File: config.mk
export PLATFORM = sky130hd
export DESIGN_NAME = multicycle_control
export DESIGN_NICKNAME = d
export VERILOG_FILES = /design/src/rtl/multicycle_control.sv
export SDC_FILE = /design/constraint.sdc
export NUM_CORES = 1
export LEC_CHECK = 0
export ABC_AREA = 0
export BUFFER_PORTS_ARGS = -buffer_cell sky130_fd_sc_hd__buf_2
export CAP_MARGIN = 20
export CORE_MARGIN = 3
export CORE_UTILIZATION = 38
export CTS_BUF_LIST = sky130_fd_sc_hd__clkbuf_8 sky130_fd_sc_hd__clkbuf_16
export DETAILED_ROUTE_END_ITERATION = 7
export PLACE_DENSITY = 0.72
export SKIP_LAST_GASP = 1
export SLEW_MARGIN = 20
export SYNTH_ARGS = -nofsm -noshare
export SYNTH_HDL_FRONTEND = slang
export SYNTH_SLANG_ARGS = --single-unit
File: constraint.sdc
create_clock -name clock -period 1.5 [get_ports clock]
set_input_delay 0 -clock clock [delete_from_list [all_inputs] [get_ports clock]]
set_output_delay 0 -clock clock [all_outputs]
set_load 0.01 [all_outputs]
File: src/rtl/multicycle_control.sv
// Multicycle MIPS-style control FSM: Moore datapath controls plus a retired-instruction counter.
// irWrite, pcWrite and illegalOp are the only outputs that also depend on inputs.
module multicycle_control #(
  parameter int COUNT_WIDTH = 16
) (
  input  logic                   clock,
  input  logic                   reset,
  input  logic [5:0]             opCode,
  input  logic                   zero,
  input  logic                   memReady,
  output logic                   pcWrite,
  output logic                   irWrite,
  output logic                   memRead,
  output logic                   memWrite,
  output logic                   iorD,
  output logic                   regWrite,
  output logic                   regDst,
  output logic                   memToReg,
  output logic                   aluSrcA,
  output logic [1:0]             aluSrcB,
  output logic [1:0]             aluOp,
  output logic [1:0]             pcSource,
  output logic                   illegalOp,
  output logic [3:0]             state,
  output logic [COUNT_WIDTH-1:0] retired
);

  localparam logic [5:0] OP_RTYPE = 6'b000000;
  localparam logic [5:0] OP_LW    = 6'b100011;
  localparam logic [5:0] OP_SW    = 6'b101011;
  localparam logic [5:0] OP_BEQ   = 6'b000100;
  localparam logic [5:0] OP_J     = 6'b000010;
  localparam logic [5:0] OP_ADDI  = 6'b001000;

  typedef enum logic [3:0] {
    S_FETCH     = 4'd0,
    S_DECODE    = 4'd1,
    S_MEM_ADDR  = 4'd2,
    S_MEM_READ  = 4'd3,
    S_MEM_WB    = 4'd4,
    S_MEM_WRITE = 4'd5,
    S_R_EXEC    = 4'd6,
    S_R_WB      = 4'd7,
    S_BRANCH    = 4'd8,
    S_JUMP      = 4'd9,
    S_I_EXEC    = 4'd10,
    S_I_WB      = 4'd11
  } state_t;

  state_t                 r_state;
  state_t                 w_next;
  logic                   w_retire;
  logic [COUNT_WIDTH-1:0] r_retired;

  always_ff @(posedge clock or posedge reset) begin
    if (reset) begin
      r_state   <= S_FETCH;
      r_retired <= '0;
    end else begin
      r_state <= w_next;
      if (w_retire) r_retired <= r_retired + COUNT_WIDTH'(1);
    end
  end

  // Controls are gated by reset so FETCH's memRead cannot leak out while reset is held.
  always_comb begin
    w_next    = S_FETCH;
    w_retire  = 1'b0;
    pcWrite   = 1'b0;
    irWrite   = 1'b0;
    memRead   = 1'b0;
    memWrite  = 1'b0;
    iorD      = 1'b0;
    regWrite  = 1'b0;
    regDst    = 1'b0;
    memToReg  = 1'b0;
    aluSrcA   = 1'b0;
    aluSrcB   = 2'b00;
    aluOp     = 2'b00;
    pcSource  = 2'b00;
    illegalOp = 1'b0;
    if (!reset) begin
      case (r_state)
        S_FETCH: begin
          memRead = 1'b1;
          aluSrcB = 2'b01;
          irWrite = memReady;
          pcWrite = memReady;
          w_next  = memReady ? S_DECODE : S_FETCH;
        end
        S_DECODE: begin
          aluSrcB = 2'b11;
          case (opCode)
            OP_RTYPE:      w_next = S_R_EXEC;
            OP_LW, OP_SW:  w_next = S_MEM_ADDR;
            OP_BEQ:        w_next = S_BRANCH;
            OP_J:          w_next = S_JUMP;
            OP_ADDI:       w_next = S_I_EXEC;
            default:       illegalOp = 1'b1;
          endcase
        end
        S_MEM_ADDR: begin
          aluSrcA = 1'b1;
          aluSrcB = 2'b10;
          w_next  = (opCode == OP_LW) ? S_MEM_READ : S_MEM_WRITE;
        end
        S_MEM_READ: begin
          memRead = 1'b1;
          iorD    = 1'b1;
          w_next  = memReady ? S_MEM_WB : S_MEM_READ;
        end
        S_MEM_WB: begin
          regWrite = 1'b1;
          memToReg = 1'b1;
          w_retire = 1'b1;
        end
        S_MEM_WRITE: begin
          memWrite = 1'b1;
          iorD     = 1'b1;
          w_retire = memReady;
          w_next   = memReady ? S_FETCH : S_MEM_WRITE;
        end
        S_R_EXEC: begin
          aluSrcA = 1'b1;
          aluOp   = 2'b10;
          w_next  = S_R_WB;
        end
        S_R_WB: begin
          regWrite = 1'b1;
          regDst   = 1'b1;
          w_retire = 1'b1;
        end
        S_BRANCH: begin
          aluSrcA  = 1'b1;
          aluOp    = 2'b01;
          pcSource = 2'b01;
          pcWrite  = zero;
          w_retire = 1'b1;
        end
        S_JUMP: begin
          pcSource = 2'b10;
          pcWrite  = 1'b1;
          w_retire = 1'b1;
        end
        S_I_EXEC: begin
          aluSrcA = 1'b1;
          aluSrcB = 2'b10;
          w_next  = S_I_WB;
        end
        S_I_WB: begin
          regWrite = 1'b1;
          w_retire = 1'b1;
        end
        default: w_next = S_FETCH;
      endcase
    end
  end

  assign state   = r_state;
  assign retired = r_retired;

endmodule

# Yosys cells after proc, flatten, opt, wreduce, memory -nomap -nowiden
# Cells that the tools add are included.
word_totals:
  out_inout_bits: 36
  ff_bits: 20
op_classes:
  muxes: 36
  eq_ne: 16
  add_sub_neg: 1
  reduce_logical: 10
ops:
  columns: ["op", "n"]
  rows:
  - ["$pmux 4 s7", 1]
  - ["$mux 1", 22]
  - ["$pmux 4 s5", 1]
  - ["$add 16x1->16 const B", 1]
  - ["$eq 4x3->1 const B", 4]
  - ["$eq 4x4->1 const B", 4]
  - ["$eq 6x6->1 const B", 2]
  - ["$mux 3", 3]
  - ["$eq 4x2->1 const B", 2]
  - ["$pmux 2 s2", 2]
  - ["$reduce_or 2->1", 4]
  - ["$eq 6x2->1 const B", 1]
  - ["$eq 6x3->1 const B", 1]
  - ["$eq 6x4->1 const B", 1]
  - ["$logic_not 6->1", 1]
  - ["$mux 2", 3]
  - ["$pmux 2 s3", 1]
  - ["$reduce_or 6->1", 1]
  - ["$reduce_or 5->1", 1]
  - ["$eq 4x1->1 const B", 1]
  - ["$logic_not 4->1", 1]
  - ["$mux 4", 1]
  - ["$reduce_or 4->1", 1]
  - ["$pmux 1 s3", 1]
  - ["other kinds (2)", 2]

# Longest topological paths before layout
depth:
  word_depth: 5
  depth_mapped: 7
  ltp_nobuf: 4

# Worst setup path before layout
# Ideal clock, no wire load.
synth_timing:
  path_type: "register -> output"
  from: "register r_state[0] (netlist: state[0])"
  to: "output pcWrite"
  path_slack_ps: -191
  arrival_time_ps: 1691
  required_time_ps: 1500
  path_buffers: 1
  path_stages_with_launch: 4
  path_cell_list: "dfrtp_1 -> buf_4 -> or3b_2 -> a2111oi_0"
synth_between:
  elab_chain_len: 3
synth_lines:
  columns: ["item", "line", "text"]
  rows:
  - ["from (decl)", "50", "state_t r_state;"]
  - ["from (signal assigned)", "60", "r_state <= w_next;"]
  - ["$eq 4x4->1 or $logic_not 4->1 (tied branches)", "83", "case (r_state)"]
  - ["$pmux 1 s3 *", "83", null]
  - ["$mux 1 *", "82", "if (!reset) begin"]
  - ["to (decl)", "11", "output logic pcWrite,"]
# Every way passes the cells marked *; elsewhere a longest branch is shown, timed or not.

# Worst setup path in the final report
layout_timing:
  from: "register r_state[3] (netlist: state[3])"
  to: "register r_retired[14] (netlist: retired[14])"
layout_between:
  elab_chain_len: 4
layout_lines:
  columns: ["item", "line", "text"]
  rows:
  - ["$eq 4x4->1 or $eq 4x3->1 (tied branches)", "83", null]
  - ["$reduce_or 5->1 (no source line)", null, null]
  - ["$pmux 1 s2 *", "83", null]
  - ["$mux 1 *", "82", null]
  - ["to (signal assigned)", "61", "if (w_retire) r_retired <= r_retired + COUNT_WIDTH'(1);"]
  - ["to (decl)", "53", "logic [COUNT_WIDTH-1:0] r_retired;"]
# Marked as above.
# A chain may end at the register's enable or synchronous reset.

==> results by group <==
Status
  – Status: finished with violations
  – Failing checks: negative setup slack

Place
  – PortBufs: 45
  – Final HPWL DP: 2502 um
  – Final GP Congestion: 0.8070
  – Placed cell area: 0.001722 mm2

Yosys
  – Syn nets: 165
  – Top cells by count, synth: 20 x dfrtp_1, 15 x nor3_1, 13 x nand2_1
  – #FFs+latches synth: 20
  – Post-synthesis simple-gate area fraction: 37.05%
  – Adder-cell share of the synthesized area: 0.9217%
  – Synth top area share: 36.87%
  – Main synth FF type: dfrtp_1
  – Post-synthesis mux area share: 0%
  – Top cells by area, synth: dfrtp_1 37%, xnor2_1 7.1%, nor3_1 5.5%, xor2_1 4.5%, nand2b_1 3.7%
  – Post-Synthesis Cells: 154
  – Synth Cell Area: 0.001358 mm2
  – Yosys warning total: 0
  – Largest family of logic cells by synthesized area: simple AND/OR/NAND/NOR gates
  – Compound-Gate Fraction of Synth Area: 8.295%
  – Synth Area in XOR/XNOR: 11.61%
  – Async SR Flop Fraction: 100.0%
  – Cell with the most instances after synthesis: dfrtp_1
  – Post-synthesis sequential area ratio: between 30% and 40%
  – Synth area leader: dfrtp_1
  – Yosys cell types: 37
  – Syn Area/Cell: 8.815 um2
  – EDFF count, synth: 0

Timing
  – Least-Margin Pin Slew: 0.4080 ns
  – Worst setup margin: -0.1263 ns
  – Final Hold Vio Count: 0
  – # setup viols final: 23
  – Unrepaired setup endpoints after global routing: yes
  – Min Clock Period, post-route: around 1.6 ns
  – Final Skew: 0.002021 ns
  – Slew headroom: 72.59%
  – Fmax achieved: 0.6149 GHz
  – Period utilisation layout: 108.4%
  – Fin. max-slew vios: 0

Route
  – DRT iter0 DRCs: 83
  – DRT Pass-1 Iters: 4
  – Post-route DRC violation count: 0
  – Avg WL per Cell: 13.85 um
  – Vias: around 1400
  – Routed WL: about 3700 um
  – Number of antenna-violating nets in the routed design: 0
  – Number of vias per cell: about 5.3

Setup path
  – Worst R2R Setup Slack: -0.13 ns
  – Reg-to-reg critical path endpoint: retired[14]
  – Cell Chain, Critical Path: buf_6 > or4b_4 > and4_4 > nand4_1 > xnor2_1
  – Crit path buffers/inverters: 1
  – Crit path kind: flip-flop to flip-flop
  – Largest delay share family, worst path: simple AND/OR/NAND/NOR gates
  – Reg2reg path depth: 5
  – Worst path max stage delay: 0.50 ns
  – Crit. End Element: flip-flop
  – FF-to-FF Start: state[3]
  – Worst Path Arrival: 1.80 ns
  – CP max FO: 8
  – Startpoint types: flip-flop
  – CP Data Required Time: 1.67 ns
  – Slowest cell on crit path: or4b_4

Clock tree
  – Clk sink count: 20
  – Clk root buf: clkbuf_8
  – # H-tree levels: 1
  – CTS clk-pin slew, worst paths: 0.07 ns
  – Clk_lat worst skew: 0.25 ns
  – CTS tree: built
  – Bufs on Longest Clock Path: 2
  – CTS Buf Count: 3

Hold path
  – Min-Delay Path Class: input port to async pin

Floorplan
  – Core Area: 0.003390 mm2
  – Initial core utilization: 40.05%
  – I/O pin cnt: 46
  – Die area: around 0.0043 mm2
  – Die W: 65.77 um
  – Die height: 65.77 um
  – FP Rows: 21

Global route
  – Total GRT Usage: around 16%
  – Initial antenna violation count: 0
  – First-pass GRT wire length: between 5000 and 6000 um
  – Pin count of the biggest net entering global routing: 21
  – Vias in the first global route: 1293
  – GRT Residual Overflow: 0

Power and ir drop
  – Leakage power: roughly 0.95 nW
  – Power Density: 561.6 mW/mm2
  – Max IR drop VDD: 0.3576 mV

Finish
  – Area Growth Syn to Fin: 49.03%
  – Final Cell Area: 0.002023 mm2
  – Layout cell share with drive strength beyond 1: 49.32%
  – Final #Nets: 231
  – Final Core Density: 59.69%
  – Antenna diodes: 0

Flow run
  – Max Cap Viol: 0
per-layer routing:
metal | track usage [%] | vias to the layer above | routed length, um
li1 | - | 688 | -
met1 | 20.87 | 684 | 1584
met2 | 28.16 | 35 | 1912
met3 | 3.571 | 4 | 141
met4 | 2.850 | 0 | 31
met5 | 0 | - | 0
where the power goes:
part	leakage (nW)	switching [mW]	total (mW)	internal, mW
Combinational	0.649	0.0978	0.180	0.0823
Sequential	0.275	0.0139	0.563	0.549
Clock	0.0288	0.160	0.393	0.233
Total	0.953	0.272	1.14	0.864
registers in the layout, summed over array words and instances, names as in the netlist:
signal	cells
state	4
retired	16
logic make-up (layout without fill, tap and decap cells):
| group | count (synthesis) | in the layout |
|---|---|---|
| AO/OA/AOI/OAI | 18 | 18 |
| flip-flops | 20 | 20 |
| XOR/XNOR | 18 | 18 |
| adder cells (fa/ha/maj) | 1 | 1 |
| AND/OR/NAND/NOR | 85 | 85 |
| buffers and inverters | 12 | 77 |
cells in the final DEF (no fill, tap or decap), types with 5 or more instances in the layout:
master and count:
buf_2 45, buf_4 19, buf_6 6, dfrtp_1 18, nand2_1 13, nand3_1 6
nand4_1 6, nor2_1 7, nor3_1 10, nor3_2 5, xnor2_1 11, xor2_1 7
worst reg2reg max path: stages, from the launching register on:
cell and delay [ns]:
dfrtp_2 0.43, buf_6 0.13, or4b_4 0.50, and4_4 0.22, nand4_1 0.12, xnor2_1 0.14
cell type report:
type | count | area (um2)
Timing Repair Buffer | 71 | 455.4
Multi-Input combinational cell | 122 | 944.7
Fill cell | 280 | 1366
Clock buffer | 4 | 55.05
Sequential cell | 20 | 503.0
Tap cell | 46 | 57.56
Inverter | 2 | 7.507
repair_timing:
item / 4_1_cts / 5_1_grt
endpoints found under the hold margin: 0 / 0
setup buffers: 5 / 3
hold buffers: 0 / 0
endpoints found under the setup margin: 14 / 36
pin swaps: 7 / 2
gates resized for setup: 13 / 23
metrics by stage:
step	cells	setup TNS [ns]	hold WS, ns	worst slack [ns]	power, mW
final	265	-1.519	0.05848	-0.1263	1.136
after global routing	265	-3.017	0.08168	-0.1751	1.189
after CTS	263	-1.028	0.02359	-0.1019	1.126
after detailed placement	254	-0.02919	0.2841	-0.02723	0.7197
after global placement	254	0	0.2808	0.02112	0.7168
after floorplan	154	-0.5312	0.09325	-0.07511	0.6593
worst max-delay path by stage:
stage | from | endpoint | cells past startpoint
floorplan | state[0] | retired[6] | 6
global placement | state[0] | pcWrite | 3
detailed placement | state[3] | retired[11] | 4
CTS | state[3] | retired[14] | 5
global route | state[3] | retired[7] | 5
finish | state[3] | retired[14] | 5
(Power assumes the default switching activity.)
